<file path="src/rtl/fft_pkg.sv">
// Shared types and constants for the FFT frame scheduler.
package fft_pkg;

  typedef enum logic [1:0] {
    IDLE    = 2'd0,
    LOAD    = 2'd1,
    COMPUTE = 2'd2,
    OUTPUT  = 2'd3
  } state_t;

  localparam int FFT_N          = 16;
  localparam int FFT_STAGES     = 4;
  localparam int BFLY_PER_STAGE = 8;

  localparam int CNT_W   = 8;
  localparam int STAGE_W = 2;
  localparam int GRP_W   = 3;

endpackage

</file>
<file path="src/rtl/fft_frame_sched_sat_cnt8.sv">
// 8-bit event counter; SATURATE=1 holds at all-ones, SATURATE=0 wraps.
module sat_cnt8
  import fft_pkg::*;
#(
  parameter bit SATURATE = 1'b0
) (
  input  logic             i_clk,
  input  logic             i_rst,
  input  logic             i_inc,
  output logic [CNT_W-1:0] o_cnt
);

  logic [CNT_W-1:0] r_cnt;
  logic             w_at_max;

  assign w_at_max = (r_cnt == {CNT_W{1'b1}});

  // Count increments, holding at the top when saturating.
  always_ff @(posedge i_clk) begin
    if (i_rst) begin
      r_cnt <= '0;
    end else if (i_inc) begin
      if (SATURATE && w_at_max) begin
        r_cnt <= r_cnt;
      end else begin
        r_cnt <= r_cnt + CNT_W'(1);
      end
    end else begin
      r_cnt <= r_cnt;
    end
  end

  assign o_cnt = r_cnt;

endmodule

</file>
<file path="src/rtl/fft_frame_sched.sv">
// Sequences frame load, four radix-2 stages of butterfly groups and the
// result handshake, with one frame of lookahead and drop accounting.
module fft_frame_sched
  import fft_pkg::*;
#(
  parameter int BFLY_UNITS = 4
) (
  input  logic               i_clk,
  input  logic               i_rst,
  input  logic               i_x_valid,
  input  logic               i_out_ready,
  output logic               o_load_frame,
  output logic               o_bfly_en,
  output logic [STAGE_W-1:0] o_stage,
  output logic [GRP_W-1:0]   o_grp,
  output logic               o_fft_valid,
  output logic               o_busy,
  output logic               o_overrun,
  output logic [CNT_W-1:0]   o_frame_cnt,
  output logic [CNT_W-1:0]   o_drop_cnt
);

  localparam int                 GRP_CYC    = BFLY_PER_STAGE / BFLY_UNITS;
  localparam logic [GRP_W-1:0]   LAST_GRP   = GRP_W'(GRP_CYC - 1);
  localparam logic [STAGE_W-1:0] LAST_STAGE = STAGE_W'(FFT_STAGES - 1);

  state_t             r_state;
  logic [STAGE_W-1:0] r_stage;
  logic [GRP_W-1:0]   r_grp;
  logic               r_load_frame;
  logic               r_bfly_en;
  logic               r_fft_valid;
  logic               r_busy;
  logic               r_pend;
  logic               r_overrun;

  logic w_accept;
  logic w_enter_load;
  logic w_drop;

  // A frame is started from IDLE on a new or queued frame, or straight out
  // of OUTPUT on acceptance so back-to-back frames see no IDLE bubble.
  assign w_accept     = (r_state == OUTPUT) && i_out_ready;
  assign w_enter_load = ((r_state == IDLE) && (i_x_valid || r_pend)) ||
                        (w_accept && (i_x_valid || r_pend));
  assign w_drop       = i_x_valid && r_pend && !w_enter_load;

  // Main sequencer: state, stage/group counters and registered strobes.
  always_ff @(posedge i_clk) begin
    if (i_rst) begin
      r_state      <= IDLE;
      r_stage      <= '0;
      r_grp        <= '0;
      r_load_frame <= 1'b0;
      r_bfly_en    <= 1'b0;
      r_fft_valid  <= 1'b0;
      r_busy       <= 1'b0;
    end else begin
      case (r_state)
        IDLE: begin
          if (w_enter_load) begin
            r_state      <= LOAD;
            r_load_frame <= 1'b1;
            r_busy       <= 1'b1;
          end else begin
            r_state <= IDLE;
            r_busy  <= 1'b0;
          end
        end
        LOAD: begin
          r_state      <= COMPUTE;
          r_load_frame <= 1'b0;
          r_bfly_en    <= 1'b1;
          r_stage      <= '0;
          r_grp        <= '0;
        end
        COMPUTE: begin
          if (r_grp == LAST_GRP) begin
            r_grp <= '0;
            if (r_stage == LAST_STAGE) begin
              r_state     <= OUTPUT;
              r_stage     <= '0;
              r_bfly_en   <= 1'b0;
              r_fft_valid <= 1'b1;
            end else begin
              r_stage <= r_stage + STAGE_W'(1);
            end
          end else begin
            r_grp <= r_grp + GRP_W'(1);
          end
        end
        OUTPUT: begin
          if (i_out_ready) begin
            r_fft_valid <= 1'b0;
            if (w_enter_load) begin
              r_state      <= LOAD;
              r_load_frame <= 1'b1;
            end else begin
              r_state <= IDLE;
              r_busy  <= 1'b0;
            end
          end else begin
            r_state <= OUTPUT;
          end
        end
        default: begin
          r_state      <= IDLE;
          r_stage      <= '0;
          r_grp        <= '0;
          r_load_frame <= 1'b0;
          r_bfly_en    <= 1'b0;
          r_fft_valid  <= 1'b0;
          r_busy       <= 1'b0;
        end
      endcase
    end
  end

  // One-deep lookahead: a newer frame replaces a queued one and is a drop.
  always_ff @(posedge i_clk) begin
    if (i_rst) begin
      r_pend    <= 1'b0;
      r_overrun <= 1'b0;
    end else begin
      r_overrun <= w_drop;
      if (w_enter_load) begin
        r_pend <= 1'b0;
      end else if (i_x_valid) begin
        r_pend <= 1'b1;
      end else begin
        r_pend <= r_pend;
      end
    end
  end

  sat_cnt8 #(.SATURATE(1'b0)) u_frame_cnt (
    .i_clk (i_clk),
    .i_rst (i_rst),
    .i_inc (w_accept),
    .o_cnt (o_frame_cnt)
  );

  sat_cnt8 #(.SATURATE(1'b1)) u_drop_cnt (
    .i_clk (i_clk),
    .i_rst (i_rst),
    .i_inc (w_drop),
    .o_cnt (o_drop_cnt)
  );

  assign o_load_frame = r_load_frame;
  assign o_bfly_en    = r_bfly_en;
  assign o_stage      = r_stage;
  assign o_grp        = r_grp;
  assign o_fft_valid  = r_fft_valid;
  assign o_busy       = r_busy;
  assign o_overrun    = r_overrun;

endmodule

</file>
<file path="config.mk">
export PLATFORM = sky130hd
export DESIGN_NAME = fft_frame_sched
export DESIGN_NICKNAME = d
export VERILOG_FILES = /design/src/rtl/fft_pkg.sv /design/src/rtl/fft_frame_sched_sat_cnt8.sv /design/src/rtl/fft_frame_sched.sv
export SDC_FILE = /design/constraint.sdc
export NUM_CORES = 1
export LEC_CHECK = 0
export BUFFER_PORTS_ARGS = -buffer_cell sky130_fd_sc_hd__buf_2
export CORE_MARGIN = 2
export CORE_UTILIZATION = 52
export CTS_CLUSTER_SIZE = 28
export DETAILED_ROUTE_END_ITERATION = 8
export PLACE_DENSITY = 0.88
export REMOVE_ABC_BUFFERS = 1
export SKIP_CTS_REPAIR_TIMING = 1
export SYNTH_ARGS = -nofsm -noshare
export SYNTH_HDL_FRONTEND = slang
export SYNTH_SLANG_ARGS = --single-unit
</file>
<file path="constraint.sdc">
create_clock -name i_clk -period 3.95 [get_ports i_clk]
set_clock_uncertainty 0.2 [all_clocks]
set_input_delay 0.1975 -clock i_clk [delete_from_list [all_inputs] [get_ports i_clk]]
set_output_delay 0.1975 -clock i_clk [all_outputs]
set_load 0.1 [all_outputs]
</file>
---- Word-level counts from Yosys, hierarchy flattened ----
Cells that the tools add are included.
word-level totals
  input bits .............................. 4
  register bits after elaboration ......... 29
  output and inout port bits .............. 26
  word-level logic and storage cells ...... 71
cells by class
  reductions and logical operators ........ 21
  equal/unequal tests ..................... 10
  bitwise operators ....................... 1
  muxes and demuxes ....................... 24
  $add $sub $neg .......................... 4
operators with widths
  operator                                       number
  adder 8 x 1 -> 8 bit, second input constant    2
  two-way mux 1 bit                              11
  two-way mux 2 bit                              5
  == test 8 bit, second input constant           1
  inequality test 2 bit, second input constant   4
  case mux 2 bit (4 select lines)                1
  AND reduction 2 bit                            4
  == test 2 bit, second input constant           3
  case mux 1 bit (2 select lines)                3
  case mux 3 bit (2 select lines)                1
  AND reduction 3 bit                            2
  nonzero test 2 bit                             3
  logical AND 1 bit                              5
  case mux 2 bit (2 select lines)                1
  AND reduction 4 bit                            1
  adder 3 x 1 -> 3 bit, second input constant    1
  == test 3 x 1 -> 1 bit, second input constant  1
  two-way mux 3 bit                              1
  case mux 1 bit (3 select lines)                1
  nonzero test 3 bit                             1
  adder 2 x 1 -> 2 bit, second input constant    1
  == test 2 x 1 -> 1 bit, second input constant  1
  logical NOT 2 bit                              1
  logical OR 1 bit                               2
  3 further kinds                                3

---- Depth between registers and ports, before layout ----
Gate-level depths: netlist of the first run.
  depth after elaboration ................. 7
  mapped depth ............................ 7
  depth with buffers taken out ............ 6

---- By module ----
From an unflattened synthesis of the first run, not the netlist that was laid out.
unflattened totals
  cells, all modules ...................... 161
  area total of the unflattened synthesis .. 1,491.4 sq um
modules (own cells, without submodules)
  module                  sequential area each (sq um)  cells each  area an instance (sq um)  times used
  fft_frame_sched         260.2                         79          711.9                     1
  sat_cnt8 (u_drop_cnt)   160.2                         45          440.4                     1
  sat_cnt8 (u_frame_cnt)  160.2                         37          339.1                     1

---- Worst setup path before layout of the first run ----
Ideal clock, no wire load.
  path kind ............................... reg-to-reg
  start ................................... register u_drop_cnt.r_cnt[0] (netlist: u_drop_cnt.o_cnt[0])
  end ..................................... register u_drop_cnt.r_cnt[1] (netlist: u_drop_cnt.o_cnt[1])
  arrival ................................. 2.008 ns
  required time ........................... 3.622 ns
  library setup time ...................... 0.128 ns
  path slack .............................. 1.615 ns
  path buffers ............................ 0
  cell stages (with the launch flop) ...... 6
  cells stage by stage .................... dfxtp_1 > ha_1 > nand3_1 > o211ai_4 > mux2i_1 > nor2_1
between the ends
  cells in the longest elaborated chain, start to end .. 3
  elaborated cells on any way between the ends .. 4
RTL lines
  element                                                       RTL line                        RTL
  start, declared                                               fft_frame_sched_sat_cnt8.sv:13  logic [CNT_W-1:0] r_cnt;
  start signal, assigned                                        fft_frame_sched_sat_cnt8.sv:24  r_cnt <= r_cnt;
  start signal, assigned                                        fft_frame_sched_sat_cnt8.sv:26  r_cnt <= r_cnt + CNT_W'(1);
  start signal, assigned                                        fft_frame_sched_sat_cnt8.sv:29  r_cnt <= r_cnt;
  branches (longest 3 deep; another with adder 8 x 1 -> 8 bit)  -
Parallel ways; which one is timed is not known.
A chain may end at the register's enable or synchronous reset.

---- Worst setup path in the final report of the first run ----
  start ................................... register r_state[1]
  end ..................................... register u_drop_cnt.r_cnt[5] (netlist: u_drop_cnt.o_cnt[5])
between the ends
  cells in the longest elaborated chain, start to end .. 7
  elaborated cells on any way between the ends .. 9
RTL lines
  element                            RTL line               RTL
  start, declared                    fft_frame_sched.sv:27  state_t r_state;
  start signal, assigned             fft_frame_sched.sv:51  r_state <= IDLE;
  start signal, assigned             fft_frame_sched.sv:62  r_state <= LOAD;
  start signal, assigned             fft_frame_sched.sv:66  r_state <= IDLE;
  == test 2 bit                      fft_frame_sched.sv:43  assign w_accept = (r_state == OUTPUT) && i_out_ready;
  logical AND 1 bit                  fft_frame_sched.sv:43
  logical AND 1 bit                  fft_frame_sched.sv:45  (w_accept && (i_x_valid || r_pend));
  logical OR 1 bit (*)               fft_frame_sched.sv:44  assign w_enter_load = ((r_state == IDLE) && (i_x_valid || r_pend)) ||
  logical NOT 1 bit (*)              fft_frame_sched.sv:46  assign w_drop = i_x_valid && r_pend && !w_enter_load;
  logical AND 1 bit (*)              fft_frame_sched.sv:46
  AND reduction 2 bit (no line) (*)  -
Mark *: on every way between the ends. The rest lies on a longest branch, timed or not.

==> impl_metrics.csv, run 1 <==
group,metric,value,unit
timing,fin_crit,2.11,ns
synth,synth.area.top_cells,"dfxtp_1, ha_1, a21oi_1",
timing,finalHoldViolations,0,
critical_path,worst_setup_path_start_kind,"flop",
synth,synth_area_leader_cell,"dfxtp_1",
critical_path,endpoint_kind,"flop",
synth,synthCells,157,
pwr,p_sw_frac,0.450,
die,io_pins,30,
drt,dr.pass1.iters,5,
global_routing,grt_max_degree,32,
global_routing,overflow,0,
critical_path,critical_path_class,"reg2reg",
pwr,switchingPower,411,µW
timing,setup_slack,1.84,ns
timing,max_freq,474,MHz
cts,clk_pin_slew,0.08,ns
pwr,p_int,502,µW
cts,insertion_delay,0.31,ns
synth,synth_cell_type_count,37,
pwr,p_leak,0.000685,µW
drt,drc_errors,0,
hold_path,hp-class,"in2reg",
die,core_area,2500,µm²
drt,dr.first_iter.drc_count,67,
global_routing,grt_use_total,0.197,
synth,yosysWarnings,0,
die,row_count,18,
synth,netlist.area_leader.share,0.421,
global_routing,grt_pass1_wl,4.82,mm
drt,vias,1213,
timing,min_period_over_period,0.535,
timing,slew_headroom,0.624,
drt,drt-total-wl,2.77,mm
pwr,power,913,µW
critical_path,crit_fanout,9,
cells_and_area,fin_nets,200,
cells_and_area,fillers,209,
timing,finalSetupTns,0,ns
synth,async_flop_share,0,
pwr,p_seq_frac,0.385,
timing,rsz0062_at_grt,"no",
placed_design,place_area,1540,µm²
placed_design,dp_slack,1.88,ns
placed_design,io_buffers,29,
global_routing,grt_pass1_vias,1165,
synth,avgSynthCellArea,8.79,µm²
global_routing,antenna_found_initial,0,
drt,via_per_inst,5.56,
die,die_w,55.5,µm
cts,ctsHtreeMaxLevel,2,
cts,clock-root-buffer,"clkbuf_4",
synth,synth-edff-count,0,
die,die_y,55.5,µm
synth,yosysSeqAreaShare,0.421,
placed_design,place.gp.congestion,0.845,
pwr,peakVddDrop,0.503,mV
timing,drv_slew,0,
cells_and_area,syn_to_final_growth,15.8,%
cells_and_area,final_area,1600,µm²
placed_design,place_hpwl,2.03,mm
drt,wire_per_inst,12.7,µm
critical_path,worstPathRequired,4.00,ns
pwr,clkPwrFrac,0.190,
cts,cts_buffers,5,
synth,ys.flop_type,"dfxtp_1",
pwr,comb_power_share,0.426,
cts,cts.path.max_buffers,2,
cts,cts_tree,"yes",
job,drv_cap,0,
status,status,"completed",
die,die_area,3080,µm²
critical_path,worstPathArrival,2.16,ns
timing,tightest_slew,0.564,ns
cells_and_area,antenna_cells,0,
drt,antenna_left,0,
die,start_util,0.552,
cells_and_area,final_layout_size_suffix_gt1_frac,0.223,
timing,setup_violations,0,
synth,synth_seq_cells,29,
pwr,powerDensity,571,nW/µm²
cells_and_area,final_cell_mix,"buf_2, dfxtp_1, nor2_1",
cts,clock_sinks,29,
synth,syn_area,1380,µm²
==> registers in the layout, indices dropped and copies added (netlist names) <==
signal,cells
u_frame_cnt.o_cnt,8
r_state,2
o_fft_valid,1
o_bfly_en,1
u_drop_cnt.o_cnt,8
r_pend,1
o_overrun,1
o_grp,3
o_stage,2
o_load_frame,1
o_busy,1
==> synth_stat cells (3+ instances only) <==
library cell,instances
clkbuf_1,4
a21oi_1,14
nand3_1,5
nor2_1,18
nand2_1,12
nand4_1,6
o21ai_0,8
and3_1,3
inv_1,8
xor2_1,8
dfxtp_1,29
ha_1,8
==> worst paths after layout <==
path | slack [ns] | endpoint | start | cells past startpoint
min reg2reg | 0.29 | o_bfly_en$_SDFFE_PP0P_ | o_bfly_en$_SDFFE_PP0P_ | 2
max reg2reg | 1.84 | u_drop_cnt.o_cnt[5]$_SDFFE_PP0P_ | r_state[1]$_SDFFE_PP0P_ | 6
max | 1.84 | u_drop_cnt.o_cnt[5]$_SDFFE_PP0P_ | r_state[1]$_SDFFE_PP0P_ | 6
min | 0.08 | r_pend$_SDFFE_PP0P_ | i_x_valid | 3
==> per-stage QoR <==
stage	hold slack, ns	instances	util
2_1_floorplan	0.0666	152	-
3_3_place_gp	0.265	211	0.617
3_5_place_dp	0.283	211	0.617
4_1_cts	0.0709	218	0.639
5_1_grt	0.119	218	0.639
6_report	0.0770	218	0.639
==> area by class of cell <==
class | instances | area [µm²] | area share
multi-input combinational | 115 | 749 | 0.469
inverter | 8 | 30.0 | 0.0188
tap | 30 | 37.5 | 0.0235
timing repair buffer | 29 | 145 | 0.0908
sequential | 29 | 581 | 0.363
clock buffer | 7 | 55.1 | 0.0345
==> power by group through the flow <==
| stage | combinational, µW | sequential (µW) | clock (µW) |
|---|---|---|---|
| after detailed placement | 388 | 357 | 0 |
| final | 389 | 351 | 173 |
| after CTS | 389 | 351 | 177 |
| after global routing | 418 | 355 | 193 |
| after global placement | 377 | 355 | 0 |
| after floorplan | 169 | 508 | 0 |
==> critical path, cell delays in order (launching register included) <==
cell	delay, ns
dfxtp_1	0.43
inv_1	0.11
ha_1	0.28
a21oi_4	0.19
o211ai_4	0.16
or4_1	0.54
a21oi_1	0.15
==> metal layers <==
metal / part of all wire / wire length, µm / track usage
met5: 0 / 0 / 0
met2: 0.50 / 1370 / 0.340
met3: 0.048 / 132 / 0.0562
met1: 0.44 / 1230 / 0.219
met4: 0.011 / 31 / 0.0976
==> cells by family (layout without fill, tap and decap cells) <==
group	Yosys count	in the layout	synth area share
simple gates	59	59	0.218
compound gates	37	37	0.181
flops	29	29	0.421
buf+inv	13	44	0.0363
xor+xnor	9	9	0.0571
fa+ha+maj	8	8	0.0725
mux	2	2	0.0145
Note: power is estimated with default switching activity, not from simulation.
==> run 2: changes to the inputs <==
clock period = 2.1 ns   (was 3.95 ns; I/O delays follow)
==> run 2 against run 1 <==
  * The run now ends with hold timing left
  * Combinational power is 93% higher
  * Design area rose by 1.3%
  * Sequential share of layout area is 0.45 points lower
  * Routed wire length up 2.0%
  * Clock power is 94% higher
  * Maximum frequency rose by 5.8%
  * Register-to-register slack worse by 1.7 ns
  * Critical path type unchanged
  * Largest power group unchanged
  * Highest routed layer unchanged
==> impl_metrics.csv, run 2 (synthesized netlist as in run 1, its figures left out) <==
group,metric,value,unit
placed_design,place_hpwl,2.03,mm
cells_and_area,final_cell_mix,"buf_2, dfxtp_1, nor2_1",
hold_path,holdPathStages,3,
critical_path,endpoint_kind,"flop",
timing,rsz0062_at_grt,"no",
drt,wire_per_inst,12.8,µm
cts,clock_sinks,29,
critical_path,critical_path_class,"reg2reg",
critical_path,crit_chain,"inv_1 > ha_2 > a21oi_4 > o211ai_4 > or4_1 > a21oi_1",
cts,cts_buffers,5,
die,die_area,3080,µm²
critical_path,reg2reg_to,"u_drop_cnt.o_cnt[5]$_SDFFE_PP0P_",
global_routing,grt_pass1_wl,4.73,mm
pwr,powerDensity,1080,nW/µm²
die,core_area,2500,µm²
die,io_pins,30,
hold_path,hp-class,"in2reg",
timing,fin_crit,2.00,ns
placed_design,dp_cells,212,
global_routing,antenna_found_initial,0,
status,status,"finished, violations left",
critical_path,r2r-start,"r_state[0]$_SDFFE_PP0P_",
cts,insertion_delay,0.32,ns
critical_path,worst_setup_path_start_kind,"flop",
cts,cts_tree,"yes",
timing,tightest_slew,0.556,ns
critical_path,max_stage_delay,0.51,ns
die,row_count,18,
job,drv_cap,0,
hold_path,min_to,"r_pend$_SDFFE_PP0P_",
placed_design,io_buffers,29,
cells_and_area,fillers,216,
cells_and_area,antenna_cells,0,
die,start_util,0.552,
cts,clock-root-buffer,"clkbuf_4",
critical_path,crit_fanout,9,
cells_and_area,final_layout_size_suffix_gt1_frac,0.232,
pwr,peakVddDrop,0.928,mV
timing,drv_slew,0,
critical_path,worstPathArrival,2.05,ns
placed_design,place.gp.congestion,0.849,
global_routing,grt_max_degree,32,
global_routing,grt_pass1_vias,1192,
global_routing,overflow,0,
drt,drt-total-wl,2.82,mm
critical_path,worstPathRequired,2.16,ns
cts,ctsHtreeMaxLevel,2,
drt,antenna_left,0,
placed_design,place_area,1550,µm²
timing,finalSetupTns,0,ns
pwr,p_leak,0.000693,µW
timing,min_period_over_period,0.950,
drt,via_per_inst,5.60,
status,violations,"hold timing",
timing,max_freq,501,MHz
critical_path,rr_worst_depth,6,
drt,dr.first_iter.drc_count,45,
timing,setup_violations,0,
cells_and_area,final_area,1620,µm²
hold_path,min_from,"i_x_valid",
critical_path,crit_family,"simple AND/OR/NAND/NOR gates",
drt,dr.pass1.iters,4,
timing,fin_hold_ws,-0.0240,ns
critical_path,crit_path_top_delay_cell,"or4_1",
cts,clk_pin_slew,0.08,ns
cells_and_area,layout.cells.non_filler,220,
cells_and_area,fin_nets,202,
cells_and_area,syn_to_final_growth,17.2,%
die,die_y,55.5,µm
drt,vias,1231,
critical_path,rrSetupSlack,0.10,ns
timing,finalHoldViolations,1,
die,die_w,55.5,µm
drt,drc_errors,0,
timing,slew_headroom,0.629,
critical_path,cp.buffers_inverters,1,
cts,cts.path.max_buffers,2,
global_routing,grt_use_total,0.191,
[run 2: changes by cell type in the layout (fill, tap and decap cells not counted)]
cell | previous run | this run
ha_1 | 8 | 7
ha_2 | 0 | 1
dlygate4sd3_1 | 0 | 1
buf_4 | 0 | 1
[run 2: metrics by stage]
stage | hold WS [ns] | util | total power [µW] | worst slack (ns)
global route | 0.0328 | 0.647 | 1840 | 0.0292
global placement | 0.265 | 0.620 | 1380 | 0.152
detailed placement | 0.280 | 0.620 | 1410 | 0.0803
finish | -0.0240 | 0.647 | 1750 | 0.104
floorplan | -0.0259 | - | 1270 | -0.226
CTS | -0.0393 | 0.642 | 1740 | 0.0522
[run 2: where the power goes]
part	switching [µW]	internal (µW)
registers	50.5	612
logic	562	190
clock network	177	158
total	789	960
[run 2: final cells by class]
cell class	count	area, µm²	area share
Clock buffer	7	55.1	0.0340
Timing Repair Buffer	31	163	0.101
Multi-Input combinational cell	115	752	0.465
Inverter	8	30.0	0.0186
Tap cell	30	37.5	0.0232
Sequential cell	29	581	0.359
[run 2: layer usage]
layer,up-vias,routed length [µm],GRT usage
met5,-,0,0
met4,0,52,0.129
met3,7,110,0.0445
met2,23,1400,0.330
met1,579,1250,0.206
li1,622,-,-
[run 2: how the worst max path moves through the flow]
stage	from	endpoint	cells past startpoint
detailed placement	r_state[1]$_SDFFE_PP0P_	u_drop_cnt.o_cnt[5]$_SDFFE_PP0P_	6
finish	r_state[0]$_SDFFE_PP0P_	u_drop_cnt.o_cnt[5]$_SDFFE_PP0P_	6
global route	r_state[0]$_SDFFE_PP0P_	u_drop_cnt.o_cnt[5]$_SDFFE_PP0P_	6
CTS	r_state[0]$_SDFFE_PP0P_	u_drop_cnt.o_cnt[5]$_SDFFE_PP0P_	6
floorplan	u_drop_cnt.o_cnt[0]$_SDFFE_PP0P_	u_drop_cnt.o_cnt[1]$_SDFFE_PP0P_	5
global placement	r_state[0]$_SDFFE_PP0P_	u_drop_cnt.o_cnt[5]$_SDFFE_PP0P_	6
[run 2: worst reg2reg max path, delay by kind of cell (launching register included)]
kind / cells / cell delay [ns]
simple gates: 1 / 0.52
compound gates: 3 / 0.45
flops: 1 / 0.40
fa+ha+maj: 1 / 0.24
buf+inv: 1 / 0.12
==> run 3: changes to the inputs <==
HOLD_SLACK_MARGIN = 0.08   (was default)
PLACE_DENSITY = 0.74   (was 0.88)
==> run 3 against run 2 <==
  * The flow now finishes without violations
  * Critical path depth unchanged
  * Count of clock-buffer cells in the layout up 1
  * Die area unchanged
  * Clock power down 7.5%
  * First-iteration DRC count down 36%
  * Maximum frequency up 1.4%
  * Largest cell class unchanged
==> impl_metrics.csv, run 3 (synthesized netlist as in run 1, its figures left out) <==
group,metric,value,unit
die,die_area,3080,µm²
critical_path,critical_path_class,"reg2reg",
die,die_y,55.5,µm
placed_design,dp_slack,0.0642,ns
cells_and_area,final_layout_size_suffix_gt1_frac,0.227,
pwr,p_sw_frac,0.458,
cells_and_area,fin_util,0.657,
placed_design,io_buffers,29,
cts,clk_pin_slew,0.08,ns
die,io_pins,30,
timing,max_freq,508,MHz
cts,clock-root-buffer,"clkbuf_4",
pwr,p_leak,0.000699,µW
hold_path,hp-class,"reg2reg",
pwr,clkPwrFrac,0.178,
global_routing,overflow,0,
placed_design,place_hpwl,2.06,mm
critical_path,endpoint_kind,"flop",
cells_and_area,final_common_cell,"buf_2",
timing,setup_slack,0.132,ns
critical_path,worstPathArrival,2.02,ns
drt,drc_errors,0,
placed_design,place.gp.congestion,0.870,
timing,fin_hold_ws,0.299,ns
pwr,switchingPower,796,µW
die,core_area,2500,µm²
critical_path,rr_worst_depth,6,
timing,min_period_over_period,0.937,
pwr,p_seq_frac,0.380,
cells_and_area,fin_nets,205,
hold_path,min_to,"u_drop_cnt.o_cnt[7]$_SDFFE_PP0P_",
cts,insertion_delay,0.32,ns
drt,wire_per_inst,12.7,µm
timing,tightest_slew,0.565,ns
cts,cts_tree,"yes",
pwr,power,1740,µW
hold_path,holdPathStages,1,
timing,slew_headroom,0.623,
die,row_count,18,
hold_path,min_from,"u_drop_cnt.o_cnt[7]$_SDFFE_PP0P_",
pwr,p_int,941,µW
critical_path,worstPathRequired,2.15,ns
timing,rsz0062_at_grt,"no",
cells_and_area,final_cell_mix,"buf_2, dfxtp_1, nor2_1",
cells_and_area,fillers,221,
timing,drv_slew,0,
global_routing,grt_pass1_wl,4.60,mm
pwr,comb_power_share,0.442,
timing,setup_violations,0,
global_routing,antenna_found_initial,0,
cts,cts_buffers,5,
drt,via_per_inst,5.49,
timing,finalHoldViolations,0,
global_routing,grt_pass1_vias,1132,
drt,vias,1230,
critical_path,reg2reg_to,"u_drop_cnt.o_cnt[5]$_SDFFE_PP0P_",
cts,clock_sinks,29,
job,drv_cap,0,
pwr,peakVddDrop,0.773,mV
global_routing,grt_use_total,0.191,
die,die_w,55.5,µm
status,status,"completed",
cells_and_area,antenna_cells,0,
critical_path,worst_setup_path_start_kind,"flop",
pwr,powerDensity,1060,nW/µm²
critical_path,crit_fanout,9,
timing,finalSetupTns,0,ns
cts,cts.path.max_buffers,2,
die,start_util,0.552,
cells_and_area,syn_to_final_growth,19.0,%
drt,drt-total-wl,2.84,mm
cts,ctsHtreeMaxLevel,2,
timing,fin_crit,1.97,ns
drt,dr.first_iter.drc_count,29,
drt,antenna_left,0,
drt,dr.pass1.iters,4,
critical_path,rrSetupSlack,0.13,ns
global_routing,grt_max_degree,32,
critical_path,r2r-start,"r_state[0]$_SDFFE_PP0P_",
-- run 3: cell types whose count changed in the layout (fill, tap and decap cells not counted) --
cell	change
dfxtp_2	+1
clkbuf_1	+2
clkbuf_8	-1
dlygate4sd3_1	+3
dfxtp_1	-1
-- run 3: cell type report --
type	instances	area, µm²	share of cell area
tap	30	37.5	0.0228
timing repair buffer	34	193	0.117
inverter	8	30.0	0.0183
clock buffer	8	48.8	0.0297
multi-input combinational	115	752	0.458
sequential	29	582	0.354
-- run 3: how the worst max path moves through the flow --
stage	start	to	slack, ns	cells after the start
floorplan	u_drop_cnt.o_cnt[0]$_SDFFE_PP0P_	u_drop_cnt.o_cnt[1]$_SDFFE_PP0P_	-0.23	5
CTS	r_state[1]$_SDFFE_PP0P_	u_drop_cnt.o_cnt[5]$_SDFFE_PP0P_	0.04	6
finish	r_state[0]$_SDFFE_PP0P_	u_drop_cnt.o_cnt[5]$_SDFFE_PP0P_	0.13	6
detailed placement	r_state[1]$_SDFFE_PP0P_	u_drop_cnt.o_cnt[5]$_SDFFE_PP0P_	0.06	6
global route	r_state[0]$_SDFFE_PP0P_	u_drop_cnt.o_cnt[5]$_SDFFE_PP0P_	0.03	6
global placement	r_state[0]$_SDFFE_PP0P_	u_drop_cnt.o_cnt[5]$_SDFFE_PP0P_	0.14	6
-- run 3: power by group through the flow --
stage,sequential [µW],combinational [µW],clock (µW)
2_1_floorplan,956,318,0
3_3_place_gp,666,727,0
3_5_place_dp,671,751,0
4_1_cts,659,753,320
5_1_grt,669,818,351
6_report,660,767,310
-- run 3: per-layer routing --
| metal | track usage | up-vias | part of all wire |
|---|---|---|---|
| met5 | 0 | - | 0 |
| met4 | 0.0941 | 0 | 0.015 |
| met3 | 0.0820 | 4 | 0.049 |
| met2 | 0.332 | 27 | 0.50 |
| met1 | 0.196 | 572 | 0.44 |
| li1 | - | 627 | - |
-- run 3: through the flow --
stage	std cells	cell area, µm²
final	224	1640
after global placement	212	1550
after floorplan	152	1360
after global routing	224	1640
after CTS	220	1600
after detailed placement	212	1550
-- run 3: critical path, cell delays in order (launching register included) --
cell and delay [ns]:
dfxtp_1 0.39, inv_1 0.11, ha_2 0.24, a21oi_4 0.17, o211ai_4 0.15, or4_1 0.51
a21oi_1 0.14
